**src/rtl/pwm_pkg.sv**
```systemverilog
// pwm_pkg: state codes and entry-kind codes shared by pulse_width_meter and its FIFO.
// Latency: n/a (declarations only).
// Backpressure: n/a.
package pwm_pkg;

   // Measurement FSM state codes, kept as plain 2-bit constants for legacy tools
   typedef logic [1:0] state_t;
   localparam state_t ST_IDLE = 2'd0;
   localparam state_t ST_HIGH = 2'd1;
   localparam state_t ST_LOW  = 2'd2;

   // Entry kind tags carried with each measurement
   localparam logic KIND_HIGH = 1'b0;
   localparam logic KIND_LOW  = 1'b1;

   // Bits per FIFO entry for a given counter width: {kind, sat, width}
   function automatic int entry_bits(input int cnt_w);
      return cnt_w + 2;
   endfunction

endpackage

```
**src/rtl/pwm_fifo.sv**
```systemverilog
// pwm_fifo: circular FIFO of measurement entries with a registered head entry.
// Latency: a push into an empty FIFO shows on head_o/vld_o the cycle after the push edge; no bypass.
// Backpressure: pop only when vld_o; a push while full is dropped (ovf_o) unless a same-cycle pop frees a slot.
module pwm_fifo #(
   parameter type entry_t = logic [17:0],
   parameter int  DEPTH   = 4
) (
   input  logic   clk,
   input  logic   rst,
   input  logic   push_i,
   input  entry_t push_dat_i,
   input  logic   pop_i,
   output entry_t head_o,
   output logic   vld_o,
   output logic   ovf_o
);

   localparam int AW = $clog2(DEPTH);
   localparam logic [AW:0]   CNT_ONE  = (AW+1)'(1);
   localparam logic [AW:0]   CNT_FULL = (AW+1)'(DEPTH);
   localparam logic [AW-1:0] PTR_ONE  = AW'(1);

   entry_t        mem_q [DEPTH];
   entry_t        head_q, head_d;
   logic [AW-1:0] rd_q, rd_d, wr_q, wr_d;
   logic [AW:0]   cnt_q, cnt_d;
   logic          empty, full, do_push, do_pop;

   assign empty   = (cnt_q == '0);
   assign full    = (cnt_q == CNT_FULL);
   // A pop on an empty FIFO is a no-op; a full FIFO still accepts a push when a pop frees a slot
   assign do_pop  = pop_i & ~empty;
   assign do_push = push_i & (~full | do_pop);
   assign ovf_o   = push_i & full & ~do_pop;
   assign vld_o   = ~empty;
   assign head_o  = head_q;

   // Next pointers, occupancy and head register
   always_comb begin
      rd_d   = rd_q;
      wr_d   = wr_q;
      cnt_d  = cnt_q;
      head_d = head_q;
      if (do_pop)  rd_d = rd_q + PTR_ONE;
      if (do_push) wr_d = wr_q + PTR_ONE;
      case ({do_push, do_pop})
         2'b10:   cnt_d = cnt_q + CNT_ONE;
         2'b01:   cnt_d = cnt_q - CNT_ONE;
         default: cnt_d = cnt_q;
      endcase
      // Head follows the oldest entry; when only one entry is popped, a same-cycle push lands at rd+1
      if (do_pop) begin
         if (cnt_q > CNT_ONE)  head_d = mem_q[rd_d];
         else if (do_push)     head_d = push_dat_i;
      end else if (empty && do_push) begin
         head_d = push_dat_i;
      end
   end

   // Control and head registers
   always_ff @(posedge clk or posedge rst) begin
      if (rst) begin
         rd_q   <= '0;
         wr_q   <= '0;
         cnt_q  <= '0;
         head_q <= '0;
      end else begin
         rd_q   <= rd_d;
         wr_q   <= wr_d;
         cnt_q  <= cnt_d;
         head_q <= head_d;
      end
   end

   // Entry storage; contents are only meaningful behind the occupancy count, so no reset
   always_ff @(posedge clk) begin
      if (do_push) mem_q[wr_q] <= push_dat_i;
   end

endmodule

```
**src/rtl/pulse_width_meter.sv**
```systemverilog
// pulse_width_meter: measures high (and optionally low, PWM_LOW_WIDTH_EN) time between edge strobes, queues results.
// Latency: entry visible on m_* the cycle after the closing edge strobe if the FIFO was empty.
// Backpressure: m_valid/m_ready; a measurement arriving while the FIFO is full is dropped and sets ovf_err.
module pulse_width_meter
   import pwm_pkg::*;
#(
   parameter int CNT_W = 16,
   parameter int DEPTH = 4
) (
   input  logic             clk,
   input  logic             rst,
   input  logic             rise_pulse,
   input  logic             fall_pulse,
   output logic             m_valid,
   input  logic             m_ready,
   output logic [CNT_W-1:0] m_width,
   output logic             m_kind,
   output logic             m_sat,
   output logic             ovf_err,
   output logic             seq_err,
   input  logic             clr_err
);

`ifdef PWM_LOW_WIDTH_EN
   localparam logic LOW_EN = 1'b1;
`else
   localparam logic LOW_EN = 1'b0;
`endif

   localparam logic [CNT_W-1:0] CNT_MAX = '1;
   localparam logic [CNT_W-1:0] CNT_ONE = CNT_W'(1);

   // Entry layout; packages cannot take parameters, so the CNT_W-sized struct lives here
   typedef struct packed {
      logic             kind;
      logic             sat;
      logic [CNT_W-1:0] width;
   } entry_t;

   state_t           state_q, state_d;
   logic [CNT_W-1:0] cnt_q, cnt_d, cnt_inc;
   logic             arm_q, arm_d;
   logic             ovf_q, seq_q;
   logic             cnt_sat, counting, push, seq_set, fifo_ovf;
   entry_t           meas, head;

   // FSM, counter and measurement formation
   always_comb begin
      // Counter holds cycles elapsed since the opening strobe minus one; the closing cycle adds one
      cnt_sat    = (cnt_q == CNT_MAX);
      cnt_inc    = cnt_sat ? cnt_q : cnt_q + CNT_ONE;
      meas.kind  = KIND_HIGH;
      meas.sat   = cnt_sat;
      meas.width = cnt_sat ? CNT_MAX : cnt_q + CNT_ONE;
      // Low periods are only timed when they started from a real fall, never from IDLE
      counting   = (state_q == ST_HIGH) | (LOW_EN & arm_q & (state_q == ST_LOW));
      state_d    = state_q;
      cnt_d      = counting ? cnt_inc : cnt_q;
      arm_d      = arm_q;
      push       = 1'b0;
      seq_set    = 1'b0;
      if (rise_pulse && fall_pulse) begin
         seq_set = 1'b1;
      end else begin
         case (state_q)
            ST_IDLE: begin
               if (rise_pulse) begin
                  state_d = ST_HIGH;
                  cnt_d   = '0;
               end else if (fall_pulse) begin
                  state_d = ST_LOW;
                  arm_d   = 1'b0;
               end
            end
            ST_HIGH: begin
               if (fall_pulse) begin
                  push    = 1'b1;
                  state_d = ST_LOW;
                  cnt_d   = '0;
                  arm_d   = 1'b1;
               end else if (rise_pulse) begin
                  seq_set = 1'b1;
                  cnt_d   = '0;
               end
            end
            ST_LOW: begin
               if (rise_pulse) begin
                  if (LOW_EN && arm_q) begin
                     push      = 1'b1;
                     meas.kind = KIND_LOW;
                  end
                  state_d = ST_HIGH;
                  cnt_d   = '0;
               end else if (fall_pulse) begin
                  seq_set = 1'b1;
               end
            end
            default: begin
               state_d = ST_IDLE;
               cnt_d   = '0;
            end
         endcase
      end
   end

   // State, counter and sticky error registers; a new error beats a same-cycle clear
   always_ff @(posedge clk or posedge rst) begin
      if (rst) begin
         state_q <= ST_IDLE;
         cnt_q   <= '0;
         arm_q   <= 1'b0;
         ovf_q   <= 1'b0;
         seq_q   <= 1'b0;
      end else begin
         state_q <= state_d;
         cnt_q   <= cnt_d;
         arm_q   <= arm_d;
         ovf_q   <= (ovf_q & ~clr_err) | fifo_ovf;
         seq_q   <= (seq_q & ~clr_err) | seq_set;
      end
   end

   pwm_fifo #(
      .entry_t (entry_t),
      .DEPTH   (DEPTH)
   ) u_fifo (
      .clk        (clk),
      .rst        (rst),
      .push_i     (push),
      .push_dat_i (meas),
      .pop_i      (m_ready),
      .head_o     (head),
      .vld_o      (m_valid),
      .ovf_o      (fifo_ovf)
   );

   assign m_width = head.width;
   assign m_sat   = head.sat;
   // Without low-width support only high entries exist, so the kind output is forced low
   assign m_kind  = head.kind & LOW_EN;
   assign ovf_err = ovf_q;
   assign seq_err = seq_q;

endmodule

```
**config.mk**
```make
export PLATFORM = sky130hd
export DESIGN_NAME = pulse_width_meter
export DESIGN_NICKNAME = d
export VERILOG_FILES = /design/src/rtl/pwm_pkg.sv /design/src/rtl/pwm_fifo.sv /design/src/rtl/pulse_width_meter.sv
export SDC_FILE = /design/constraint.sdc
export NUM_CORES = 1
export LEC_CHECK = 0
export ABC_AREA = 1
export BUFFER_PORTS_ARGS = -buffer_cell sky130_fd_sc_hd__buf_2
export CAP_MARGIN = 10
export CELL_PAD_IN_SITES_DETAIL_PLACEMENT = 0
export CELL_PAD_IN_SITES_GLOBAL_PLACEMENT = 2
export CORE_AREA = 2 2 127 129
export CTS_BUF_LIST = sky130_fd_sc_hd__clkbuf_2
export DETAILED_ROUTE_END_ITERATION = 10
export DIE_AREA = 0 0 129 131
export PLACE_DENSITY = 0.85
export SLEW_MARGIN = 10
export SYNTH_ARGS = -nofsm -noshare
export SYNTH_HDL_FRONTEND = slang
export SYNTH_SLANG_ARGS = --single-unit
```
**constraint.sdc**
```tcl
create_clock -name clk -period 2.4 [get_ports clk]
set_input_delay 0.36 -clock clk [delete_from_list [all_inputs] [get_ports clk]]
set_output_delay 0.36 -clock clk [all_outputs]
set_load 0.02 [all_outputs]
```
==> run metrics, run 1 <==
placed cell areas=6090 µm²; Nets=roughly 670; layout cell share with drive strength beyond 1=0.141; Synth-to-Final Area Change=9.97%; Vias=4,071; Max Fclk=470 MHz; area of the core=15,600 µm²; register area share after synthesis=0.558; area of the multi-input gates=1980 µm²; IO Pins=27; Max Root-Sink Buffers=2; Setup WS pre-CTS=0.291 ns; post-CTS setup buffers=0; port bufs=25; setup TNS=0 ns; P_leak=2.88 nW; Via density=4.65; Starting Density=0.361; root buf cell=clkbuf_2; Die H=131 µm; CTS sink count=112; DPL Wire Length=about 9600 µm; drt drc=0; first-pass GRT wire length=22,100 µm; CTS resizes=0; Worst setup EP type=flop; Total Routing Usage GR=0.174; Synth Instances=between 600 and 700; largest net degree at the start of global routing=45; flip-flop and latch count after synthesis=112; worst skew pair latency=0.61 ns; Worst R2R Path Depth=12; number of CTS-inserted buffers=9; Routed Wire Length=about 14,000 µm; H-tree depth=3; final number of hold-violating endpoints=0; drt pass-1 iters=4; # hold bufs at CTS=2; RSZ-0062 raised after global routing=false; gp weighted congestion=about 0.86; Placement Rows=46; register area=3140 µm²; Slew @ Worst Pin=0.521 ns; status=finished clean; Post-synth EDFFs=68; Startpoint Class=flop; final design utilization=0.397; Hold Path Depth=5; Clock transition at path regs=0.29 ns; Mean Syn Cell Area=approximately 9.2 µm²; Slew Viols, Final=0; max_cap viols=0; period utilisation layout=0.887; headroom to the max-slew limit=0.650; final setup vio count=0; synth warn=0; Worst EP required=around 2.9 ns; Synth cell types=41; WP data arrival=2.65 ns; Power Density=around 1100 nW/µm²; prevailing post-synth register cell=edfxtp_1; TritonCTS clock tree=done; syn_nets=633; Async SR Flop Fraction=0.393; DRT iter0 DRCs=293; initial antenna violation count=1; crit path time final=about 2.1 ns; post-route antenna net violation count=0; post-synthesis cell area=approximately 5600 µm²; worst-path maximum fanout=44; vias in the first global route=approximately 4.1k; worst setup margin=between 0.2 and 0.3 ns; post-route design area=about 6200 µm²; Layout fillers=approximately 1.6k; wire per inst=15.5 µm; GRT overflow=0; skew final=0.0310 ns; full die area=about 17,000 µm²; Pwr Total=7.11 mW; Hold Crit Class=in2reg; VDD IR max=344 µV; critical path class=reg2reg; Die W=129 µm
## metrics by stage
| step | std cells | hold WS (ns) |
|---|---|---|
| floorplan | 613 | 0.456 |
| global placement | 857 | 0.423 |
| detailed placement | 857 | 0.428 |
| CTS | 875 | 0.0367 |
| global route | 876 | 0.0574 |
| finish | 876 | 0.104 |
## cells by family after synthesis
| group | count (synthesis) | share of synthesized area |
|---|---|---|
| and+or+nand+nor | 296 | 0.236 |
| other | 1 | 0.000665 |
| DFF | 112 | 0.558 |
| adders and majority gates | 14 | 0.0311 |
| buffers and inverters | 117 | 0.0906 |
| AOI/OAI and AO/OA | 64 | 0.0704 |
| xor gates and xnor gates | 9 | 0.0140 |
## area by class of cell
class	count	share of cell area
Clock buffer	10	0.00807
Clock inverter	6	0.00565
Multi-Input combinational cell	384	0.320
Sequential cell	112	0.507
Antenna cell	1	0.000404
Timing Repair Buffer	44	0.0521
Tap cell	216	0.0436
Inverter	103	0.0632
## critical path: stages (launching register included)
cell	delay, ns
dfrtp_1	0.50
inv_1	0.09
ha_1	0.25
nand2_4	0.13
nand3_4	0.18
nand2_8	0.31
inv_6	0.15
nand2_1	0.09
nand2_1	0.04
nand2_1	0.05
nand3_1	0.10
nand2_1	0.09
inv_1	0.04
## flip-flops by register name, indices dropped and copies added (netlist names)
register,cells
cnt_q,16
ovf_err,1
seq_err,1
state_q,2
u_fifo.cnt_q,3
u_fifo.head_o,17
u_fifo.mem_q,68
u_fifo.rd_q,2
u_fifo.wr_q,2
## layout by cell type, fill, tap and decap left out, types with 2 or more instances in the layout
cell type and n:
clkbuf_2 10, dfrtp_1 44, nand3b_1 5, nor2_1 62
o21ai_1 4, nand4_1 8, clkinv_1 2, inv_1 95
ha_1 14, inv_6 2, nand3_1 48, inv_2 6
xnor2_1 2, dlygate4sd3_1 2, clkinv_2 3, buf_4 13
nand2_8 2, xor2_1 7, edfxtp_1 68, o211ai_2 7
a21oi_1 21, o21ai_0 24, nand2_4 3, nand2_1 150
nor2_2 2, or2_2 6, nand2_2 4, o22ai_1 2
nor3_1 2, buf_2 25, buf_12 4
## metal layers
layer  vias to the layer above  GRT usage  part of all wire
met5                         -          0                 0
met4                         0     0.0639             0.018
met3                        17     0.0220             0.043
met2                        78      0.289              0.47
met1                      1920      0.236              0.47
li1                       2056          -                 -
## worst paths after layout
path	from	end	slack, ns
max in group asynchronous	rst	u_fifo.head_o[1]	1.58
max	u_fifo.cnt_q[0]	u_fifo.head_o[1]	0.27
min reg2reg	u_fifo.wr_q[0]	u_fifo.wr_q[0]	0.55
min in group asynchronous	rst	ovf_err	0.26
min	rise_pulse	seq_err	0.10
max reg2reg	u_fifo.cnt_q[0]	u_fifo.head_o[1]	0.27
## synth_stat cells (2+ instances only)
| master | count | share of area |
|---|---|---|
| xnor2_1 | 2 | 0.0031 |
| nand4_1 | 8 | 0.0089 |
| clkbuf_1 | 2 | 0.0013 |
| buf_2 | 2 | 0.0018 |
| nand2_8 | 2 | 0.0071 |
| nand3b_1 | 5 | 0.0067 |
| buf_6 | 5 | 0.010 |
| nand3_1 | 48 | 0.043 |
| dfrtp_1 | 44 | 0.20 |
| o211ai_2 | 7 | 0.016 |
| o21ai_1 | 4 | 0.0036 |
| nor2_1 | 62 | 0.041 |
| o22ai_1 | 2 | 0.0022 |
| nand2_1 | 150 | 0.10 |
| nand2_2 | 4 | 0.0044 |
| a21oi_1 | 21 | 0.019 |
| inv_2 | 5 | 0.0033 |
| or2_2 | 6 | 0.0067 |
| edfxtp_1 | 68 | 0.36 |
| xor2_1 | 7 | 0.011 |
| inv_1 | 96 | 0.064 |
| nor3_1 | 2 | 0.0018 |
| ha_1 | 14 | 0.031 |
| buf_4 | 4 | 0.0053 |
| nand2_4 | 3 | 0.0060 |
| o21ai_0 | 24 | 0.021 |
| nor2_2 | 2 | 0.0022 |
## where the power goes
group | switching [mW] | internal [mW] | leakage [nW]
clock | 0.617 | 0.136 | 0.0595
sequential | 0.369 | 2.63 | 1.18
combinational | 2.29 | 1.07 | 1.64
total | 3.28 | 3.84 | 2.88
Note: power is estimated with default switching activity, not from simulation.
==> run 2, diff against run 1 <==
- ABC_CLOCK_PERIOD_IN_PS: default -> 2400
- RECOVER_POWER: default -> 100
==> run metrics, run 2 (synthesized netlist as in run 1, its figures left out) <==
status=finished clean (unchanged); TritonCTS clock tree=done (unchanged); Placement Rows=46 (unchanged); full die area=16,900 µm² (unchanged); cell chain of the critical path=ha_1 > nand2_1 > nor2_1 > buf_4 > nand4_1 > o21ai_0 > clkbuf_1 > nor2_1 > nor2_1 (was inv_1 > ha_1 > nand2_4 > nand3_4 > nand2_8 > inv_6 > nand2_1 > nand2_1 > nand2_1 > nand3_1 > nand2_1 > inv_1); GRT overflow=0 (unchanged); Synth-to-Final Area Change=8.06% (was 9.97%); Combinational Power Share=0.466 (was 0.473); Clock transition at path regs=0.29 ns (about the same); WP data arrival=2.79 ns (was 2.65 ns); area of the core=15,600 µm² (unchanged); DPL Wire Length=9570 µm (unchanged); Layout fillers=1,612 (was 1,587); r2r endpoint=u_fifo.head_o[8] (was u_fifo.head_o[1]); CTS resizes=0 (unchanged); post-route antenna net violation count=0 (unchanged); P_leak=2.78 nW (was 2.88 nW); WHS=0.0978 ns (was 0.104 ns); number of CTS-inserted buffers=9 (unchanged); Slew @ Worst Pin=0.854 ns (was 0.521 ns); Largest Register=u_fifo.mem_q (unchanged); initial antenna violation count=1 (unchanged); root buf cell=clkbuf_2 (unchanged); worst-path maximum fanout=7 (was 44); flip-flop count of the largest register after layout=68 (unchanged); skew final=0.0261 ns (was 0.0310 ns); worst setup margin=0.185 ns (was 0.271 ns); DRT iter0 DRCs=318 (was 293); critical path class=reg2reg (unchanged); Worst Setup SP=cnt_q[0] (was u_fifo.cnt_q[0]); first-pass GRT wire length=22,100 µm (unchanged); largest net degree at the start of global routing=45 (unchanged); Clock power frac=0.107 (was 0.106); Vias=4,095 (was 4,071); slack of the worst reg-to-reg path=0.18 ns (was 0.27 ns); Max Root-Sink Buffers=2 (unchanged); VDD IR max=337 µV (was 344 µV); Via density=4.67 (was 4.65); layout cell share with drive strength beyond 1=0.0865 (was 0.141); Worst Setup EP=u_fifo.head_o[8] (was u_fifo.head_o[1]); headroom to the max-slew limit=0.430 (was 0.650); most frequent cells in the layout=nand2_1, inv_1, edfxtp_1, nor2_1, nand3_1 (unchanged); crit path time final=2.22 ns (was 2.13 ns); Worst setup EP type=flop (unchanged); slowest stage cell, crit path=dfrtp_1 (unchanged); Startpoint Class=flop (unchanged); Die H=131 µm (unchanged); crit-path max cell delay=0.47 ns (was 0.50 ns); Nets=674 (unchanged); Starting Density=0.361 (unchanged); Die W=129 µm (unchanged); Routed Wire Length=13,700 µm (was 13,600 µm); Power Density=1150 nW/µm² (about the same); final number of hold-violating endpoints=0 (unchanged); Hold Crit Class=in2reg (unchanged); period utilisation layout=0.923 (was 0.887); P_sw=3.28 mW (about the same); gp weighted congestion=0.863 (unchanged); port bufs=25 (unchanged); final setup vio count=0 (unchanged); sequential power share=0.427 (was 0.421); Total Routing Usage GR=0.174 (unchanged); CTS sink count=112 (unchanged); vias in the first global route=4,055 (unchanged); H-tree depth=3 (unchanged); max_cap viols=0 (unchanged); Slew Viols, Final=0 (unchanged); sw frac=0.466 (was 0.461); Setup WS pre-CTS=0.291 ns (unchanged); commonest non-fill, non-tap cell in the layout=nand2_1 (unchanged); drt pass-1 iters=4 (unchanged); Worst R2R Path Depth=9 (was 12); Max Fclk=451 MHz (was 470 MHz); IO Pins=27 (unchanged); Reg-to-Reg Start=cnt_q[0] (was u_fifo.cnt_q[0]); RSZ-0062 raised after global routing=false (unchanged); final design utilization=0.391 (was 0.397); worst skew pair latency=0.62 ns (was 0.61 ns); drt drc=0 (unchanged); Worst EP required=2.97 ns (was 2.92 ns); wire per inst=15.6 µm (was 15.5 µm); most frequent cell on the critical path=nor2_1 (was nand2_1); Internal Power=3.76 mW (was 3.84 mW)
## run 2: stage by stage
step	instance area (µm²)	TNS (ns)	power, mW	std cells
after floorplan	5640	-7.55	5.46	613
after global placement	6090	0	6.38	857
after detailed placement	6090	0	6.43	857
after CTS	6200	0	7.19	875
after global routing	6090	0	7.63	876
final	6090	0	7.03	876
## run 2: cell type report
type / count / area (µm²) / share of cell area
Timing Repair Buffer: 44 / 231 / 0.0380
Antenna cell: 1 / 2.50 / 0.000411
Multi-Input combinational cell: 384 / 1970 / 0.323
Clock buffer: 10 / 50.0 / 0.00822
Clock inverter: 6 / 35.0 / 0.00575
Tap cell: 216 / 270 / 0.0444
Inverter: 103 / 392 / 0.0643
Sequential cell: 112 / 3140 / 0.516
## run 2: per-layer routing
metal / vias up / track usage / wire length (µm)
met3: 17 / 0.0220 / 450
li1: 2052 / - / -
met5: - / 0 / 0
met1: 1956 / 0.236 / 6550
met4: 0 / 0.0639 / 245
met2: 70 / 0.289 / 6420
## run 2: how the worst min path moves through the flow
stage | cells after the start | slack, ns | end | startpoint
after floorplan | 1 | 0.46 | seq_err | clr_err
after global placement | 2 | 0.42 | u_fifo.cnt_q[2] | rst
after detailed placement | 2 | 0.43 | ovf_err | rst
after CTS | 5 | 0.04 | state_q[1] | fall_pulse
after global routing | 5 | 0.07 | state_q[1] | fall_pulse
final | 5 | 0.1 | state_q[1] | fall_pulse
## run 2: power groups by stage
stage | clock network [mW] | logic, mW | registers, mW
3_5_place_dp | 0 | 3.38 | 3.04
2_1_floorplan | 0 | 2.35 | 3.11
3_3_place_gp | 0 | 3.34 | 3.04
5_1_grt | 0.875 | 3.70 | 3.06
4_1_cts | 0.791 | 3.40 | 3.00
6_report | 0.754 | 3.28 | 3.00
## run 2: timing repair
item | 4_1_cts | 5_1_grt
hold buffers | 2 | 0
endpoints found under the hold margin | 21 | 0
setup buffers | 0 | 0
## run 2: worst max-delay path, delay by kind of cell (launching register included)
kind,cells,cell delay (ns)
buf+inv,2,0.50
flops,1,0.47
compound gates,1,0.19
fa+ha+maj,1,0.20
simple gates,5,0.81
==> run 3, diff against run 2 <==
- ABC_CLOCK_PERIOD_IN_PS: 2400 -> 1930
- CORE_AREA: 2 2 127 129 -> 2 2 130 132
- CTS_BUF_LIST: sky130_fd_sc_hd__clkbuf_2 -> sky130_fd_sc_hd__clkbuf_16
- DIE_AREA: 0 0 129 131 -> 0 0 132 134
- PLACE_DENSITY: 0.85 -> 0.82
- clock period: 2.4 -> 1.93 ns (I/O delays scaled with it)
==> run metrics, run 3 (synthesized netlist as in run 1, its figures left out) <==
drt pass-1 iters=5 (was 4); Setup WS pre-CTS=-0.0542 ns (was 0.291 ns); root buf cell=clkbuf_16 (was clkbuf_2); port bufs=25 (unchanged); final number of hold-violating endpoints=0 (unchanged); gp weighted congestion=0.844 (was 0.863); worst skew pair latency=0.36 ns (was 0.62 ns); Power Density=1530 nW/µm² (was 1150 nW/µm²); Largest Register=u_fifo.mem_q (unchanged); Worst Hold End=seq_err (was state_q[1]); Pwr Total=10.4 mW (was 7.03 mW); number of CTS-inserted buffers=9 (unchanged); WP data arrival=2.10 ns (was 2.79 ns); largest net degree at the start of global routing=26 (was 45); crit path time final=1.82 ns (was 2.22 ns); RSZ-0062 raised after global routing=true (was false); Worst Hold Launch=clr_err (was fall_pulse); Worst R2R Path Depth=11 (was 9); first-pass GRT wire length=21,700 µm (was 22,100 µm); Startpoint Class=flop (unchanged); Hold Crit Class=in2reg (unchanged); IO Pins=27 (unchanged); Worst setup EP type=flop (unchanged); status=finished clean (unchanged); Die W=132 µm (was 129 µm); final setup vio count=0 (unchanged); flip-flop count of the largest register after layout=68 (unchanged); Hold Path Depth=2 (was 5); Worst EP required=2.21 ns (was 2.97 ns); Nets=709 (was 674); Reg-to-Reg Start=cnt_q[1] (was cnt_q[0]); VDD IR max=531 µV (was 337 µV); max_cap viols=0 (unchanged); Max Fclk=549 MHz (was 451 MHz); Max Root-Sink Buffers=2 (unchanged); initial antenna violation count=0 (was 1); H-tree depth=3 (unchanged); skew final=0.00875 ns (was 0.0261 ns); Vias=4,182 (was 4,095); Via density=4.58 (was 4.67); Starting Density=0.346 (was 0.361); headroom to the max-slew limit=0.465 (was 0.430); commonest non-fill, non-tap cell in the layout=nand2_1 (unchanged); post-route antenna net violation count=0 (unchanged); TritonCTS clock tree=done (unchanged); setup TNS=0 ns (unchanged); Slew @ Worst Pin=0.802 ns (was 0.854 ns); WHS=0.131 ns (was 0.0978 ns); r2r endpoint=cnt_q[0] (was u_fifo.head_o[8]); P_leak=3.10 nW (was 2.78 nW); # diodes=0 (was 1); period utilisation layout=0.944 (was 0.923); drt drc=0 (unchanged); full die area=17,700 µm² (was 16,900 µm²); CTS sink count=112 (unchanged); worst setup margin=0.108 ns (was 0.185 ns); Placement Rows=47 (was 46); DPL Wire Length=9510 µm (was 9570 µm); Die H=134 µm (was 131 µm); vias in the first global route=4,127 (was 4,055); Total Routing Usage GR=0.159 (was 0.174); Routed Wire Length=13,400 µm (was 13,700 µm); Clock transition at path regs=0.08 ns (was 0.29 ns); layout cell share with drive strength beyond 1=0.180 (was 0.0865); worst-path maximum fanout=3 (was 7); wire per inst=14.7 µm (was 15.6 µm); DRT iter0 DRCs=215 (was 318); area of the core=16,300 µm² (was 15,600 µm²); Slew Viols, Final=0 (unchanged); Synth-to-Final Area Change=20.8% (was 8.06%); critical path class=reg2reg (unchanged); GRT overflow=0 (unchanged); slack of the worst reg-to-reg path=0.11 ns (was 0.18 ns); most frequent cells in the layout=nand2_1, inv_1, edfxtp_1, nor2_1, nand3_1 (unchanged)
-- run 3: stage by stage --
stage                     instance area (µm²)  cells  utilization
after floorplan                          5680    613            -
after global placement                   6350    882        0.390
final                                    6810    914        0.418
after global routing                     6810    914        0.418
after detailed placement                 6350    882        0.390
after CTS                                6660    899        0.409
-- run 3: worst max-delay path by stage --
stage                                     to             from  cells after the start
after floorplan           u_fifo.mem_q[0][0]       state_q[1]                      7
after global placement      u_fifo.head_o[7]  u_fifo.cnt_q[1]                     11
after detailed placement    u_fifo.head_o[7]  u_fifo.cnt_q[1]                     11
after CTS                   u_fifo.head_o[7]  u_fifo.cnt_q[1]                     11
after global routing                cnt_q[0]         cnt_q[1]                     11
final                               cnt_q[0]         cnt_q[1]                     11
-- run 3: cell type report --
| type | count | area, µm² |
|---|---|---|
| Fill cell | 1567 | 9480 |
| Sequential cell | 112 | 3140 |
| Multi-Input combinational cell | 385 | 2110 |
| Timing Repair Buffer | 78 | 589 |
| Inverter | 103 | 394 |
| Tap cell | 220 | 275 |
| Clock buffer | 9 | 225 |
| Clock inverter | 7 | 65.1 |
-- run 3: routing by layer --
metal,wire length [µm],share of wire,track usage,vias to the layer above
met2,6770,0.50,0.278,69
met3,414,0.031,0.0200,16
met1,6060,0.45,0.205,1959
met5,0,0,0,-
met4,194,0.014,0.0513,0
li1,-,-,-,2138
-- run 3: report_power, final --
| part | leakage [nW] | internal [mW] | total (mW) | switching [mW] |
|---|---|---|---|---|
| clock | 0.142 | 0.906 | 1.81 | 0.907 |
| sequential | 1.18 | 3.27 | 3.68 | 0.409 |
| combinational | 1.78 | 1.80 | 4.91 | 3.10 |
| total | 3.10 | 5.98 | 10.4 | 4.42 |
-- run 3: repair_timing --
item,in CTS,in global routing
cloned,0,1
setup endpoints to repair,2,25
resized for setup,2,16
pin swaps,0,5
hold endpoints to repair,19,0
setup buffers,0,14
hold buffers,1,0
-- run 3: worst max-delay path, stage by stage (launching register included) --
cell and delay [ns]:
dfrtp_1 0.37, ha_1 0.19, nand2_2 0.09, nor2_4 0.12, inv_2 0.06, nor2_2 0.10
nand2_1 0.10, nor2_2 0.14, inv_1 0.07, ha_1 0.29, nor2_1 0.05, nor3_1 0.17
